===== config.mk =====
export PLATFORM = sky130hd
export DESIGN_NAME = mem_port_arbiter
export DESIGN_NICKNAME = d
export VERILOG_FILES = /design/src/rtl/mem_port_arbiter.sv
export SDC_FILE = /design/constraint.sdc
export NUM_CORES = 1
export LEC_CHECK = 0
export ABC_AREA = 1
export BUFFER_PORTS_ARGS = -buffer_cell sky130_fd_sc_hd__buf_2
export CAP_MARGIN = 0
export CORE_AREA = 2 2 89 125
export DETAILED_ROUTE_END_ITERATION = 8
export DIE_AREA = 0 0 91 127
export PLACE_DENSITY_LB_ADDON = 0.12
export SYNTH_ARGS = -nofsm -noshare
export SYNTH_HDL_FRONTEND = slang
export SYNTH_SLANG_ARGS = --single-unit

===== constraint.sdc =====
create_clock -name clk -period 1.85 [get_ports clk]
set_input_delay 0.37 -clock clk [delete_from_list [all_inputs] [get_ports clk]]
set_output_delay 0.37 -clock clk [all_outputs]
set_load 0.02 [all_outputs]

===== src/rtl/mem_port_arbiter.sv =====
// Round-robin arbiter sharing one synchronous single-port RAM between an
// instruction-fetch port (I) and a load/store port (D); one transaction per 4 cycles.
module mem_port_arbiter #(
  parameter int AW = 8
) (
  input  logic          clk,
  input  logic          reset,
  input  logic          i_req,
  input  logic [31:0]   i_addr,
  output logic [31:0]   i_rdata,
  output logic          i_ack,
  input  logic          d_req,
  input  logic [31:0]   d_addr,
  input  logic [31:0]   d_wdata,
  input  logic [3:0]    d_wmask,
  output logic [31:0]   d_rdata,
  output logic          d_ack,
  output logic          m_en,
  output logic [AW-1:0] m_addr,
  output logic [31:0]   m_wdata,
  output logic [3:0]    m_wmask,
  input  logic [31:0]   m_rdata,
  output logic          busy
);

  typedef enum logic [1:0] {
    S_IDLE,
    S_ACCESS,
    S_WAIT,
    S_RESP
  } state_t;

  localparam logic PORT_I = 1'b0;
  localparam logic PORT_D = 1'b1;

  state_t        state_q, state_d;
  logic          owner_q, owner_d;
  logic          rr_q, rr_d;
  logic          m_en_q, m_en_d;
  logic [AW-1:0] m_addr_q, m_addr_d;
  logic [31:0]   m_wdata_q, m_wdata_d;
  logic [3:0]    m_wmask_q, m_wmask_d;
  logic          i_ack_q, i_ack_d;
  logic          d_ack_q, d_ack_d;
  logic [31:0]   i_rdata_q, i_rdata_d;
  logic [31:0]   d_rdata_q, d_rdata_d;
  logic          grant_port;

  // Byte-offset and out-of-range address bits are deliberately discarded.
  logic unused_addr_bits;
  assign unused_addr_bits = ^{i_addr[31:AW+2], i_addr[1:0], d_addr[31:AW+2], d_addr[1:0]};

  always_comb begin
    state_d    = state_q;
    owner_d    = owner_q;
    rr_d       = rr_q;
    m_en_d     = 1'b0;
    m_addr_d   = m_addr_q;
    m_wdata_d  = m_wdata_q;
    m_wmask_d  = m_wmask_q;
    i_ack_d    = 1'b0;
    d_ack_d    = 1'b0;
    i_rdata_d  = i_rdata_q;
    d_rdata_d  = d_rdata_q;
    grant_port = (i_req && d_req) ? rr_q : d_req;

    case (state_q)
      S_IDLE: begin
        if (i_req || d_req) begin
          owner_d = grant_port;
          m_en_d  = 1'b1;
          state_d = S_ACCESS;
          if (grant_port == PORT_D) begin
            m_addr_d  = d_addr[AW+1:2];
            m_wdata_d = d_wdata;
            m_wmask_d = d_wmask;
          end else begin
            m_addr_d  = i_addr[AW+1:2];
            m_wdata_d = '0;
            m_wmask_d = '0;
          end
        end
      end
      S_ACCESS: state_d = S_WAIT;
      S_WAIT: begin
        // RAM data from the ACCESS cycle is present now; stores leave rdata alone.
        if (owner_q == PORT_D) begin
          d_ack_d = 1'b1;
          if (m_wmask_q == 4'b0000) d_rdata_d = m_rdata;
        end else begin
          i_ack_d   = 1'b1;
          i_rdata_d = m_rdata;
        end
        rr_d    = ~owner_q;
        state_d = S_RESP;
      end
      S_RESP: state_d = S_IDLE;
      default: state_d = S_IDLE;
    endcase
  end

  always_ff @(posedge clk or negedge reset) begin
    if (!reset) begin
      state_q   <= S_IDLE;
      owner_q   <= PORT_I;
      rr_q      <= PORT_I;
      m_en_q    <= 1'b0;
      m_addr_q  <= '0;
      m_wdata_q <= '0;
      m_wmask_q <= '0;
      i_ack_q   <= 1'b0;
      d_ack_q   <= 1'b0;
      i_rdata_q <= '0;
      d_rdata_q <= '0;
    end else begin
      state_q   <= state_d;
      owner_q   <= owner_d;
      rr_q      <= rr_d;
      m_en_q    <= m_en_d;
      m_addr_q  <= m_addr_d;
      m_wdata_q <= m_wdata_d;
      m_wmask_q <= m_wmask_d;
      i_ack_q   <= i_ack_d;
      d_ack_q   <= d_ack_d;
      i_rdata_q <= i_rdata_d;
      d_rdata_q <= d_rdata_d;
    end
  end

  assign m_en    = m_en_q;
  assign m_addr  = m_addr_q;
  assign m_wdata = m_wdata_q;
  assign m_wmask = m_wmask_q;
  assign i_ack   = i_ack_q;
  assign d_ack   = d_ack_q;
  assign i_rdata = i_rdata_q;
  assign d_rdata = d_rdata_q;
  assign busy    = (state_q != S_IDLE);

endmodule


# Word-level counts from Yosys, hierarchy flattened
# Cells that the tools add are included.
# Widths: inputs -> output; s select.
[totals]
ff_bits = 115
latch_bits = 0
mem_bits_rw = 0
romBits = 0
input_bits = 136
out_inout_bits = 112
wordCells = 36
n_memories = 0
[classes]
n_addsub = 0
n_mul = 0
n_div = 0
magnitude_cmp = 0
n_eq_ne = 4
n_shift = 0
n_mux = 12
bitwise_logic = 1
n_reduce_logical = 8
[op_table]
columns = ["operator", "n"]
rows = [
  ["$mux 32", 1],
  ["$mux 8", 1],
  ["$pmux 2 s4", 1],
  ["$mux 1", 7],
  ["$eq 2x2->1 const B", 2],
  ["$logic_not 4->1", 1],
  ["$mux 4", 1],
  ["$reduce_and 2->1", 2],
  ["$reduce_and 3->1", 1],
  ["$eq 2x1->1 const B", 1],
  ["$logic_not 2->1", 1],
  ["$mux 2", 1],
  ["$ne 2x2->1 const B", 1],
  ["$reduce_bool 2->1", 1],
  ["$logic_and 1x1->1", 1],
  ["$logic_or 1x1->1", 1],
  ["$not 1->1", 1],
]

# Logic depth before layout (Yosys ltp)
[logic_depth]
ltp_word = 3
depth_mapped = 8
mapped_depth_nobuf = 7

# Worst setup path before layout
# Ideal clock, no wire load.
[synth_timing]
kind = "reg2reg"
startpoint = "reg state_q[0]"
endpoint = "reg m_wdata_q[23], in the netlist m_wdata[23]"
setup_time_ns = 0.065
t_arrival_ns = 1.308
t_required_ns = 1.785
path_slack_ns = 0.477
path_stages_with_launch = 8
n_path_buf = 1
synth_period_minus_slack_ns = 1.373
cell_sequence = "dfrtp_1 > inv_1 > ha_1 > inv_1 > nor2_8 > clkbuf_8 > nand2_1 > nand2_1"
[synth_between]
elab_chain_len = 2
[synth_lines]
columns = ["item", "line", "rtl"]
rows = [
  ["start: declaration", "36", "state_t state_q, state_d;"],
  ["start signal: assignment", "116", "state_q <= state_d;"],
  ["$logic_not 2->1", "67", "case (state_q)"],
  ["$reduce_and 2->1 (no source line)", "n/a", ""],
  ["end signal: assignment", "121", "m_wdata_q <= m_wdata_d;"],
  ["end: declaration", "41", "logic [31:0] m_wdata_q, m_wdata_d;"],
]
# Every way passes these cells.
# A chain may end at the register's enable or synchronous reset.

# Worst setup path after layout
[layout_timing]
startpoint = "reg state_q[0]"
endpoint = "out busy"
[layout_between]
elab_chain_len = 1
[layout_lines]
columns = ["item", "line", "rtl"]
rows = [
  ["$reduce_bool 2->1", "138", "assign busy = (state_q != S_IDLE);"],
  ["end: declaration", "23", "output logic busy"],
]
# Every way passes these cells.

==> results.md <==
- Status: complete, no violations
- Clk root buf: clkbuf_16
- Post-synthesis sequential area ratio: 63.98%
- Met1 wire length: 4.334 mm
- Starting Density: 43.46%
- Arrival @ worst endpoint: 1.35 ns
- Crit path max fanout: 4
- Total Wirelength: 10.39 mm
- Vias in the first global route: 3652
- Worst r2r src: state_q[0]$_DFFE_PN0P_
- Main combinational cell family by area after synthesis: simple AND/OR/NAND/NOR gates
- Worst Hold Launch: d_wdata[24]
- CTS Sinks: 115
- Compound-Gate Fraction of Synth Area: 8.039%
- Skew final: 0.006551 ns
- Worst reg-to-reg setup slack: 0.23 ns
- Worst Tran Pin Value: 0.5673 ns
- Row Count: 44
- Die width: 91 um
- Final #Nets: 831
- Setup crit start kind: flip-flop
- Die H: 127 um
- Final Max Tran Viols: 0
- Largest net degree at the start of global routing: 65
- Drt drc: 0
- Via Count: 3793
- XOR/XNOR Fraction of Synth Area: 0%
- Initial DRC count: 163
- Period minus WS final: 1.722 ns
- Post-CTS Setup Bufs: 0
- Clock transition at path regs: 0.05 ns
- Syn. warnings: 0
- Final Hold Viols: 0
- Power, Total: 12520 uW
- Syn avg cell area: 9.217 um2
- HPWL after DPL: 7.299 mm
- Placer Congestion: 0.7470
- Via-to-Cell Ratio: 4.494
- Slowest stage delay, CP: 0.36 ns
- IO buf count: 199
- Top Layer Used: met4
- Critical Path RT: 1.48 ns
- R2r worst-path depth: 7
- ANT nets after route: 0
- RSZ-0062 raised after global routing: false
- Pleak: 0.003680 uW
- Post-synthesis net count: 626
- CTS tree: yes
- CP endpoint kind: output pin
- Initial antenna violation count: 0
- Maxcap violations: 0
- Mux share of post-synthesis cell area: 0%
- Slowest-stage cell, CP: dfrtp_1
- Crit path cell chain: inv_1 -> ha_2 -> inv_2 -> buf_2
- CP Buf/Inv Count: 3
- Area growth from synthesis to layout: 39.30%
- Max Freq: 0.5808 GHz
- Post-Synth Adder-Cell Area: 0.5563%
- Power Density: 1999 nW/um2
- R2R Path End: d_rdata[12]$_DFFE_PN0P_
- Die area: 11560 um2
- Cells after synthesis: 488
- GR Overflow Total: 0
- Hold path endpoint: m_wdata[24]$_DFFE_PN0P_
- DR WL met3: 942 um
- Worst VDD drop: 878.2 uV
- Core ar.: 10350 um2
- WL/cell: 12.32 um
- Worst-Skew Late Latency: 0.41 ns
- Setup TNS: 0 ns
- Gr usage total: 18.85%
- First-pass GRT wire length: 17.24 mm
- Yosys cell types: 18
- Stages on the worst setup path: 4
- Final worst-path cycle share: 93.07%
- Slew HR: 62.18%
- Setup Viol. Count Final: 0
- Layout cells sized above 1: 35.55%
- Hold path cells: 3
- H-tree level count: 4
- Ant. Diodes: 0
- Clock Path Buffers: 2
- CTS Buf Count: 17
- CP top delay family: flip-flops
- Setup Crit Path Kind: flip-flop to output pin
- Simple-gate share of the synthesized area: 20.08%
- WL met2: 5.017 mm
- First drt pass iteration count: 4
- HP Class: input port to flip-flop
- Post-synthesis register bit count: 115
- Top-Level Pins: 248
- Post-Syn Area: 4498 um2
==> worst reg2reg max path, cell delays in order (launching register included) <==
cell	delay, ns
dfrtp_1	0.32
inv_1	0.06
ha_1	0.24
nand2_1	0.07
inv_1	0.05
nand3_2	0.05
buf_4	0.46
o21ai_0	0.21
==> per-stage QoR <==
step / cells / cell area [um2] / hold slack [ns] / setup slack (ns) / util [%]
floorplan: 488 / 4498 / 0.07441 / 0.4770 / -
global placement: 811 / 5642 / 0.1931 / 0.3086 / 54.51
detailed placement: 811 / 5642 / 0.1923 / 0.2434 / 54.51
CTS: 844 / 6264 / 0.1378 / 0.05567 / 60.52
global route: 844 / 6266 / 0.1415 / 0.04195 / 60.54
finish: 844 / 6266 / 0.1483 / 0.1281 / 60.54
==> how the worst max path moves through the flow <==
stage / start / endpoint / slack, ns
2_1_floorplan: state_q[0]$_DFFE_PN0P_ / m_wdata[23]$_DFFE_PN0P_ / 0.48
3_3_place_gp: state_q[0]$_DFFE_PN0P_ / d_rdata[28]$_DFFE_PN0P_ / 0.31
3_5_place_dp: state_q[0]$_DFFE_PN0P_ / d_rdata[29]$_DFFE_PN0P_ / 0.24
4_1_cts: state_q[0]$_DFFE_PN0P_ / busy / 0.06
5_1_grt: state_q[0]$_DFFE_PN0P_ / d_rdata[12]$_DFFE_PN0P_ / 0.04
6_report: state_q[0]$_DFFE_PN0P_ / busy / 0.13
==> final cells by class <==
class,count,area (um2)
clock buffer,19,452.9
clock inverter,13,158.9
fill,947,4084
inverter,56,210.2
multi-input combinational,296,1295
sequential,115,2878
tap,138,172.7
timing repair buffer,207,1099
==> flip-flops by register name, summed over array words and instances, names as in the netlist <==
name,count
d_ack,1
state_q,2
i_ack,1
m_wdata,32
i_rdata,32
rr_q,1
owner_q,1
d_rdata,32
m_addr,8
m_en,1
m_wmask,4
==> cell families after synthesis <==
family,after synthesis
flip-flops,115
adder cells (fa/ha/maj),2
AND/OR/NAND/NOR,224
AO/OA/AOI/OAI,70
buffers and inverters,77
==> cell usage in the layout (no fill, tap or decap) <==
cell,instances
ha_1,1
buf_12,3
o21ai_4,1
clkinv_4,3
clkinvlp_4,3
inv_2,2
nand2_2,6
nor2_8,1
dlygate4sd3_1,1
bufinv_16,3
o21ai_0,69
nand3_2,1
clkbuf_16,17
buf_4,5
nand2_4,1
ha_2,1
inv_1,54
dfrtp_1,115
nor2_1,3
nand2_1,196
nand3_1,16
clkbuf_8,2
buf_2,198
clkinv_2,4
==> layer usage <==
metal | up-vias | track usage (%)
li1 | 1913 | -
met1 | 1728 | 22.84
met3 | 8 | 8.432
met4 | 0 | 6.417
met5 | - | 0
met2 | 144 | 30.11
==> repair_timing <==
item                       4_1_cts  5_1_grt
setup endpoints to repair        1        1
hold buffers                     1        0
cloned                           0        0
hold endpoints to repair         4        0
gates resized for setup          1        1
==> synthesized netlist by cell type <==
master,n,area share (%)
buf_2,7,0.78
buf_4,4,0.67
buf_6,1,0.25
clkbuf_1,8,0.67
clkbuf_8,1,0.31
dfrtp_1,115,64
ha_1,2,0.56
inv_1,55,4.6
inv_2,1,0.083
nand2_1,197,16
nand2_2,5,0.70
nand2_4,1,0.25
nand3_1,16,1.8
nand3_2,1,0.22
nor2_1,3,0.25
nor2_8,1,0.45
o21ai_0,69,7.7
o21ai_4,1,0.36
==> where the power goes <==
group	leakage, uW	switching (uW)	total [uW]	internal, uW
sequential	0.00144	609	4340	3740
combinational	0.00195	3300	4900	1600
clock	0.000295	1100	3280	2180
(Power assumes the default switching activity.)
